<file path="src/rtl/r5p_soc_mem_arb_pkg.sv">
// r5p_soc_pkg: types shared by the memory arbiter, its tag pipeline and the bench.
package r5p_soc_pkg;

  // Requester identities; the value doubles as the per-port index.
  typedef enum logic {
    ARB_IFU = 1'b0,
    ARB_LSU = 1'b1
  } arb_id_t;

  // One entry of the read-return tag pipeline.
  typedef struct packed {
    logic    vld;
    arb_id_t owner;
  } arb_tag_t;

  localparam int ARB_NUM = 2;

  // The requester that is not 'id'.
  function automatic arb_id_t arb_other(input arb_id_t id);
    return (id == ARB_IFU) ? ARB_LSU : ARB_IFU;
  endfunction

endpackage

</file>
<file path="src/rtl/r5p_soc_mem_arb_if.sv">
// r5p_bus_if: simple valid/ready memory bus. 'man' drives the request,
// 'sub' answers with ready and read data.
interface r5p_bus_if #(
  parameter int AW = 32,
  parameter int DW = 32,
  parameter int BW = DW/8
) ();
  logic          vld;
  logic          wen;
  logic [AW-1:0] adr;
  logic [BW-1:0] ben;
  logic [DW-1:0] wdt;
  logic [DW-1:0] rdt;
  logic          rdy;

  modport man (output vld, wen, adr, ben, wdt, input  rdt, rdy);
  modport sub (input  vld, wen, adr, ben, wdt, output rdt, rdy);
endinterface

</file>
<file path="src/rtl/r5p_soc_mem_arb_tag_pipe.sv">
// r5p_soc_arb_tag_pipe: LAT-deep shift register of read tags. A tag enters
// on the transfer cycle and reaches tag_out exactly when the memory returns
// the matching read data.
module r5p_soc_arb_tag_pipe
  import r5p_soc_pkg::*;
#(
  parameter int LAT = 1
) (
  input  logic     clk,
  input  logic     rst,
  input  arb_tag_t tag_in,
  output arb_tag_t tag_out
);

  for (genvar gi = 0; gi < LAT; gi++) begin : g_stage
    arb_tag_t stage_in;
    arb_tag_t stage_reg;

    if (gi == 0) begin : g_head
      assign stage_in = tag_in;
    end else begin : g_tail
      assign stage_in = g_stage[gi-1].stage_reg;
    end

    // Advance one stage per cycle; reset drops every in-flight tag.
    always_ff @(posedge clk or negedge rst) begin
      if (!rst) begin
        stage_reg <= '0;
      end else begin
        stage_reg <= stage_in;
      end
    end
  end

  assign tag_out = g_stage[LAT-1].stage_reg;

endmodule

</file>
<file path="src/rtl/r5p_soc_mem_arb.sv">
// r5p_soc_mem_arb: arbitrates instruction fetch (s_ifu) and load/store (s_lsu)
// onto one memory port (m). A stalled grant is locked until it completes;
// read data is routed back by a tag pipeline matching the memory latency.
// Contention policy: fixed priority (LSU wins) by default; define
// R5P_SOC_MEM_ARB_RR_EN for round-robin.
module r5p_soc_mem_arb
  import r5p_soc_pkg::*;
#(
  parameter int AW  = 32,
  parameter int DW  = 32,
  parameter int BW  = DW/8,
  parameter int LAT = 1
) (
  input  logic   clk,
  input  logic   rst,
  r5p_bus_if.sub s_ifu,
  r5p_bus_if.sub s_lsu,
  r5p_bus_if.man m
);

  if (LAT < 1 || LAT > 2) begin : g_bad_lat
    $error("r5p_soc_mem_arb: LAT=%0d outside legal range 1..2", LAT);
  end
  if (BW * 8 != DW || AW < 1) begin : g_bad_width
    $error("r5p_soc_mem_arb: BW must be DW/8 and AW positive");
  end

  logic     lock_reg;
  arb_id_t  owner_reg;
  arb_id_t  gnt;
  logic     sel_lsu;
  logic     mst_vld;
  logic     xfer;
  arb_tag_t tag_push;
  arb_tag_t tag_ret;

`ifdef R5P_SOC_MEM_ARB_RR_EN
  arb_id_t  last_reg;
`endif

  // Grant: a held lock wins, then the contention policy, then the lone requester.
  always_comb begin
    gnt = ARB_IFU;
    if (lock_reg) begin
      gnt = owner_reg;
    end else if (s_ifu.vld && s_lsu.vld) begin
`ifdef R5P_SOC_MEM_ARB_RR_EN
      gnt = arb_other(last_reg);
`else
      gnt = ARB_LSU;
`endif
    end else if (s_lsu.vld) begin
      gnt = ARB_LSU;
    end
  end

  // Request path is a pure mux; reset forces the handshake quiet.
  assign sel_lsu   = (gnt == ARB_LSU);
  assign mst_vld   = rst & (sel_lsu ? s_lsu.vld : s_ifu.vld);
  assign xfer      = mst_vld & m.rdy;
  assign m.vld     = mst_vld;
  assign m.wen     = sel_lsu ? s_lsu.wen : s_ifu.wen;
  assign m.adr     = sel_lsu ? s_lsu.adr : s_ifu.adr;
  assign m.ben     = sel_lsu ? s_lsu.ben : s_ifu.ben;
  assign m.wdt     = sel_lsu ? s_lsu.wdt : s_ifu.wdt;
  assign s_ifu.rdy = rst & ~sel_lsu & m.rdy;
  assign s_lsu.rdy = rst &  sel_lsu & m.rdy;

  // Lock onto a stalled grant; any other outcome (transfer or dropped vld) releases it.
  always_ff @(posedge clk or negedge rst) begin
    if (!rst) begin
      lock_reg  <= 1'b0;
      owner_reg <= ARB_IFU;
    end else begin
      lock_reg <= mst_vld & ~m.rdy;
      if (mst_vld && !m.rdy) begin
        owner_reg <= gnt;
      end
    end
  end

`ifdef R5P_SOC_MEM_ARB_RR_EN
  // Remember who completed the last transfer so contention alternates.
  always_ff @(posedge clk or negedge rst) begin
    if (!rst) begin
      last_reg <= ARB_IFU;
    end else if (xfer) begin
      last_reg <= gnt;
    end
  end
`endif

  // Only read transfers produce returning data worth routing.
  assign tag_push = '{vld: xfer & ~m.wen, owner: gnt};

  r5p_soc_arb_tag_pipe #(
    .LAT (LAT)
  ) u_tag_pipe (
    .clk     (clk),
    .rst     (rst),
    .tag_in  (tag_push),
    .tag_out (tag_ret)
  );

  logic [DW-1:0] port_rdt [ARB_NUM];

  for (genvar gi = 0; gi < ARB_NUM; gi++) begin : g_port
    logic          hit;
    logic [DW-1:0] rdt_q_reg;

    assign hit          = tag_ret.vld && (tag_ret.owner == arb_id_t'(gi));
    assign port_rdt[gi] = hit ? m.rdt : rdt_q_reg;

    // Hold the port's last returned word until its next read comes back.
    always_ff @(posedge clk or negedge rst) begin
      if (!rst) begin
        rdt_q_reg <= '0;
      end else if (hit) begin
        rdt_q_reg <= m.rdt;
      end
    end
  end

  assign s_ifu.rdt = port_rdt[0];
  assign s_lsu.rdt = port_rdt[1];

endmodule

</file>
<file path="src/flat_wrapper.sv">
// flat-port wrapper written by rule: the top's interface ports become plain ports
module r5p_soc_mem_arb_flat import r5p_soc_pkg::*;
#(
  parameter int AW  = 32,
  parameter int DW  = 32,
  parameter int BW  = DW/8,
  parameter int LAT = 1
)
  (clk, rst, s_ifu_vld, s_ifu_wen, s_ifu_adr, s_ifu_ben, s_ifu_wdt, s_ifu_rdt, s_ifu_rdy, s_lsu_vld, s_lsu_wen, s_lsu_adr, s_lsu_ben, s_lsu_wdt, s_lsu_rdt, s_lsu_rdy, m_vld, m_wen, m_adr, m_ben, m_wdt, m_rdt, m_rdy);
  r5p_bus_if #(.AW(AW), .DW(DW), .BW(BW)) s_ifu_i ();
  r5p_bus_if #(.AW(AW), .DW(DW), .BW(BW)) s_lsu_i ();
  r5p_bus_if #(.AW(AW), .DW(DW), .BW(BW)) m_i ();
  input  logic clk;
  input  logic rst;
  input wire logic [$bits(s_ifu_i.vld)-1:0] s_ifu_vld;
  input wire logic [$bits(s_ifu_i.wen)-1:0] s_ifu_wen;
  input wire logic [$bits(s_ifu_i.adr)-1:0] s_ifu_adr;
  input wire logic [$bits(s_ifu_i.ben)-1:0] s_ifu_ben;
  input wire logic [$bits(s_ifu_i.wdt)-1:0] s_ifu_wdt;
  output wire logic [$bits(s_ifu_i.rdt)-1:0] s_ifu_rdt;
  output wire logic [$bits(s_ifu_i.rdy)-1:0] s_ifu_rdy;
  input wire logic [$bits(s_lsu_i.vld)-1:0] s_lsu_vld;
  input wire logic [$bits(s_lsu_i.wen)-1:0] s_lsu_wen;
  input wire logic [$bits(s_lsu_i.adr)-1:0] s_lsu_adr;
  input wire logic [$bits(s_lsu_i.ben)-1:0] s_lsu_ben;
  input wire logic [$bits(s_lsu_i.wdt)-1:0] s_lsu_wdt;
  output wire logic [$bits(s_lsu_i.rdt)-1:0] s_lsu_rdt;
  output wire logic [$bits(s_lsu_i.rdy)-1:0] s_lsu_rdy;
  output wire logic [$bits(m_i.vld)-1:0] m_vld;
  output wire logic [$bits(m_i.wen)-1:0] m_wen;
  output wire logic [$bits(m_i.adr)-1:0] m_adr;
  output wire logic [$bits(m_i.ben)-1:0] m_ben;
  output wire logic [$bits(m_i.wdt)-1:0] m_wdt;
  input wire logic [$bits(m_i.rdt)-1:0] m_rdt;
  input wire logic [$bits(m_i.rdy)-1:0] m_rdy;
  assign s_ifu_i.vld = s_ifu_vld;
  assign s_ifu_i.wen = s_ifu_wen;
  assign s_ifu_i.adr = s_ifu_adr;
  assign s_ifu_i.ben = s_ifu_ben;
  assign s_ifu_i.wdt = s_ifu_wdt;
  assign s_ifu_rdt = s_ifu_i.rdt;
  assign s_ifu_rdy = s_ifu_i.rdy;
  assign s_lsu_i.vld = s_lsu_vld;
  assign s_lsu_i.wen = s_lsu_wen;
  assign s_lsu_i.adr = s_lsu_adr;
  assign s_lsu_i.ben = s_lsu_ben;
  assign s_lsu_i.wdt = s_lsu_wdt;
  assign s_lsu_rdt = s_lsu_i.rdt;
  assign s_lsu_rdy = s_lsu_i.rdy;
  assign m_vld = m_i.vld;
  assign m_wen = m_i.wen;
  assign m_adr = m_i.adr;
  assign m_ben = m_i.ben;
  assign m_wdt = m_i.wdt;
  assign m_i.rdt = m_rdt;
  assign m_i.rdy = m_rdy;
  r5p_soc_mem_arb #(.AW(AW), .DW(DW), .BW(BW), .LAT(LAT)) u_core (.clk(clk), .rst(rst), .s_ifu(s_ifu_i), .s_lsu(s_lsu_i), .m(m_i));
endmodule
</file>
<file path="config.mk">
export PLATFORM = sky130hd
export DESIGN_NAME = r5p_soc_mem_arb_flat
export DESIGN_NICKNAME = d
export VERILOG_FILES = /design/src/rtl/r5p_soc_mem_arb_pkg.sv /design/src/rtl/r5p_soc_mem_arb_if.sv /design/src/rtl/r5p_soc_mem_arb_tag_pipe.sv /design/src/rtl/r5p_soc_mem_arb.sv /design/src/flat_wrapper.sv
export SDC_FILE = /design/constraint.sdc
export NUM_CORES = 1
export LEC_CHECK = 0
export CORE_AREA = 5 5 118 120
export CTS_CLUSTER_DIAMETER = 100
export CTS_CLUSTER_SIZE = 10
export DETAILED_ROUTE_END_ITERATION = 8
export DIE_AREA = 0 0 123 125
export GPL_ROUTABILITY_DRIVEN = 1
export PLACE_DENSITY = 0.78
export SLEW_MARGIN = 40
export SYNTH_ARGS = -nofsm -noshare
export SYNTH_HDL_FRONTEND = slang
export SYNTH_HIERARCHICAL = 1
export SYNTH_SLANG_ARGS = --single-unit
</file>
<file path="constraint.sdc">
create_clock -name clk -period 2.2 [get_ports clk]
set_input_delay 0.44 -clock clk [delete_from_list [all_inputs] [get_ports clk]]
set_output_delay 0.44 -clock clk [all_outputs]
set_load 0.1 [all_outputs]
</file>
After elaboration in Yosys (flattened, before gate mapping)
Cells that the tools add are included.
{"block": "totals", "regBits": 68, "out_inout_bits": 136, "elab_cells": 33, "in_bits": 175}
{"block": "op_classes", "n_mux": 10, "bitwise_logic": 12, "reduce_logical": 5}
{"operator": "2-to-1 mux 32 bit", "count": 4}
{"operator": "AND 1 bit", "count": 8}
{"operator": "2-to-1 mux 1 bit", "count": 5}
{"operator": "logical AND 1 bit", "count": 4}
{"operator": "2-to-1 mux 4 bit", "count": 1}
{"operator": "NOT 1 bit", "count": 4}
{"operator": "zero test 1 bit", "count": 1}

Longest topological paths before layout
{"block": "depth", "depth_word": 7, "depth_mapped": 4, "depth_no_buf": 3}

By module
The synthesis kept the hierarchy.
{"module": "r5p_soc_mem_arb", "area_each_um2": 3382.0, "seq_area_each_um2": 1651.6, "n_inst": 1, "cells_each": 230}
{"module": "r5p_soc_arb_tag_pipe", "area_each_um2": 50.0, "seq_area_each_um2": 50.0, "n_inst": 1, "cells_each": 2}

Worst setup path before layout
No wires, ideal clock.
{"block": "synth_timing", "path_kind": "register -> output", "start": "register u_core.lock_reg", "end": "output port s_ifu_rdy", "n_path_buf": 1, "path_stages_with_launch": 5, "path_slack_ns": -0.553, "t_required_ns": 1.760, "t_arrival_ns": 2.313, "cell_sequence": "dfrtp_1 > mux2i_4 > buf_6 > inv_1 > nor2_1"}
{"block": "synth_between", "elab_chain_len": 4}
{"item": "from (decl)", "line_no": "r5p_soc_mem_arb.sv:28", "text": "logic lock_reg;"}
{"item": "from (signal assigned)", "line_no": "r5p_soc_mem_arb.sv:75", "text": "lock_reg <= mst_vld & ~m.rdy;"}
{"item": "2-to-1 mux 1 bit", "line_no": "r5p_soc_mem_arb.sv:44", "text": "if (lock_reg) begin"}
{"item": "named net u_core.gnt", "line_no": "r5p_soc_mem_arb.sv:30", "text": "arb_id_t gnt;"}
{"item": "NOT 1 bit", "line_no": "r5p_soc_mem_arb.sv:66", "text": "assign s_ifu.rdy = rst & ~sel_lsu & m.rdy;"}
{"item": "AND 1 bit (2 in a row)", "line_no": "r5p_soc_mem_arb.sv:66"}
{"item": "to (decl)", "line_no": "flat_wrapper.sv:21", "text": "output wire logic [$bits(s_ifu_i.rdy)-1:0] s_ifu_rdy;"}
The timed path passes the listed nets, and every way through them passes these cells.

Worst setup path in the final report
{"block": "layout_timing", "start": "register u_core.lock_reg", "end": "output port m_adr[28]"}
{"block": "layout_between", "elab_chain_len": 2}
{"item": "2-to-1 mux 1 bit", "line_no": "r5p_soc_mem_arb.sv:44"}
{"item": "2-to-1 mux 32 bit", "line_no": "r5p_soc_mem_arb.sv:63", "text": "assign m.adr = sel_lsu ? s_lsu.adr : s_ifu.adr;"}
{"item": "to (decl)", "line_no": "flat_wrapper.sv:31", "text": "output wire logic [$bits(m_i.adr)-1:0] m_adr;"}
Every way passes these cells.

==> impl_metrics.yaml <==
timing:
  tns_ps: -9980
  grt_setup_unrepaired: "true"
  slew_violations: 0
  fmaxAchievable_ghz: 0.418
  hold_violations: 0
  relSlewSlack_pct: 59.4
  max_slew.worst_pin.slew_ps: 610
  setup_ws_ps: -192
  period_share_pct: 109
  setup_viol: 70
  finClkSkew_ps: 3.45
  whs_ps: 311
  finalCriticalPeriod_ps: 2390
floorplan:
  coreArea_mm2: 0.0129
  die_x_um: 123
  io-pin-count: 311
  dieArea_mm2: 0.0154
  dieHeight_um: 125
  start_util_pct: 26.7
  row_count: 42
place:
  dp.cells: 724
  port_buffers: 310
  hpwl_um: 14700
  place.gp.congestion: 0.895
flow_run:
  drv_cap: 0
pwr:
  power_leakage_nw: 3.90
  ir_worst_vdd_mv: 0.432
  power.density_mw_per_mm2: 1230
  p_total_mw: 10.9
worst_setup_path:
  worstSetupStartpointType: "register"
  crit_path_max_fanout: 7
  cp_slowest_cell: "dfrtp_2"
  rr_worst_depth: 8
  required_ps: 1760
  path_class: "reg2out"
  end_kind: "primary output"
  crit_path_frequent_cell: "buf_4"
  slowest_delay_ps: 400
  path_cells: "mux2i_4, buf_4, buf_16, buf_4, mux2_2, buf_12"
  arrival_ps: 1950
global_routing:
  grt_usage_pct: 22.8
  grt-ovfl-total: 0
  antenna_found_initial: 5
  grt_start_max_net_pins: 69
  grt_pass1_vias: 3982
  grt_pass1_wl_um: 25600
min_path:
  worstHoldPathType: "in2async"
finish:
  instances_no_fill: 756
  regArea_mm2: 0.00170
  nets: 745
  postLayoutCoreUtil_pct: 69.1
  fill_cells: 852
  drive_gt1_share_pct: 56.0
  multi_input_area_mm2: 0.00182
  synthToLayoutAreaGrowth_pct: 159
  largest_register_ff_count: 64
synth:
  synthCells: 232
  ys_types: 18
  syn-num-nets: 407
  syn-mean-instance-area_um2: 14.8
  syn-cell-area_mm2: 0.00343
  seq_area_frac_synth_pct: 49.6
  ys.warnings.count: 6
  ys_ff_latch: 68
clocking:
  cts_buffers: 9
  insertion_delay_ps: 330
  cts.htree.levels: 3
  cts.sinks: 68
  tritoncts: "yes"
  clkTransAtPathRegs_ps: 50
  clockBufferDepth: 2
  cts-root-buf: "clkbuf_16"
route:
  via_count: 3402
  top_layer: "met4"
  drt-total-wl_um: 18000
  first_iter_violations: 77
  ant_nets: 0
  wl_met2_um: 9980
  wl_met1_um: 5910
  met3_length_um: 1530
  drcViolationCount: 0
  viasPerCell: 4.50
  wl_per_cell_um: 23.8
  firstDrtPassIters: 4
run_status:
  violations: "setup timing"
  outcome: "complete, but fails checks"
## layer usage
metal  GRT usage [%]  vias up
met5               0        -
met2            42.4      176
met4            9.84        0
met3            8.49       34
li1                -     1521
met1            22.2     1671
## repair_timing
action	4_1_cts	5_1_grt
pin swaps	2	2
setup endpoints to repair	81	74
gates resized for setup	49	31
cloned	2	2
setup buffers	6	2
hold buffers	0	0
## stage by stage
step	area (um^2)	worst slack, ps
6_report	8900	-192
5_1_grt	8900	-236
4_1_cts	8710	-188
3_5_place_dp	8190	-281
3_3_place_gp	8190	-265
2_1_floorplan	3440	-105
## power breakdown
part           internal [mW]  switching, mW
logic                   2.89           5.00
clock network          0.789          0.505
registers               1.64          0.103
total                   5.32           5.61
## final timing paths
| kind | to | slack (ps) | from |
|---|---|---|---|
| setup / recovery | m_adr[28] | -190 | u_core/lock_reg |
| hold / removal | u_core/g_port[0].rdt_q_reg[11] | 310 | rst |
| setup reg to reg | u_core/u_tag_pipe/tag_out[1] | 280 | u_core/lock_reg |
| hold reg to reg | u_core/g_port[1].rdt_q_reg[11] | 530 | u_core/g_port[1].rdt_q_reg[11] |
| max in group asynchronous | u_core/lock_reg | 1440 | rst |
| min in group clk | u_core/lock_reg | 450 | rst |
## layout by cell type, fill, tap and decap left out, types with 2 or more instances in the layout
cell / netlist / final
dfrtp_1: 68 / 67
clkbuf_16: 0 / 11
buf_16: 0 / 2
clkinvlp_4: 0 / 2
nor2_4: 0 / 2
mux2_2: 124 / 81
nand2_1: 3 / 3
buf_6: 4 / 5
buf_4: 0 / 14
clkbuf_1: 1 / 2
clkdlybuf4s50_1: 0 / 172
clkinv_2: 0 / 2
buf_8: 0 / 4
buf_12: 0 / 140
diode_2: 0 / 5
nor3_1: 2 / 2
mux2_1: 7 / 2
mux2_4: 2 / 50
## cells in the mapped netlist
master     count  area [um^2]
mux2_2       124         1400
dfrtp_1       68         1700
mux2_1         7         78.8
buf_2          6         30.0
buf_6          4         45.0
nor2_1         4         15.0
clkbuf_8       3         41.3
nand2_1        3         11.3
inv_1          2         7.51
mux2_4         2         30.0
nor3_1         2         10.0
a21boi_0       1         7.51
a22o_1         1         8.76
clkbuf_1       1         3.75
mux2i_4        1         22.5
nor2b_1        1         6.26
nor3b_1        1         7.51
o2bb2ai_1      1         8.76
## worst max-delay path, delay by kind of cell, from the launching register on
| family | cells | cell delay [ps] |
|---|---|---|
| muxes | 2 | 610 |
| DFF | 1 | 400 |
| buffers and inverters | 4 | 600 |
## logic make-up (layout without fill, tap and decap cells)
family / after synthesis / count (layout) / synth area share [%]
buf+inv: 16 / 359 / 3.72
compound gates: 3 / 3 / 0.729
simple gates: 11 / 11 / 1.46
mux: 134 / 134 / 44.5
other cells: 0 / 5 / 0
flops: 68 / 68 / 49.6
## final cells by class
| type | instances | share of cell area (%) |
|---|---|---|
| Sequential cell | 68 | 19.1 |
| Inverter | 2 | 0.141 |
| Multi-Input combinational cell | 148 | 20.4 |
| Timing Repair Buffer | 341 | 54.6 |
| Antenna cell | 5 | 0.141 |
| Clock buffer | 12 | 2.77 |
| Tap cell | 176 | 2.47 |
| Clock inverter | 4 | 0.281 |
No activity file was read; power rests on OpenSTA's default activity.
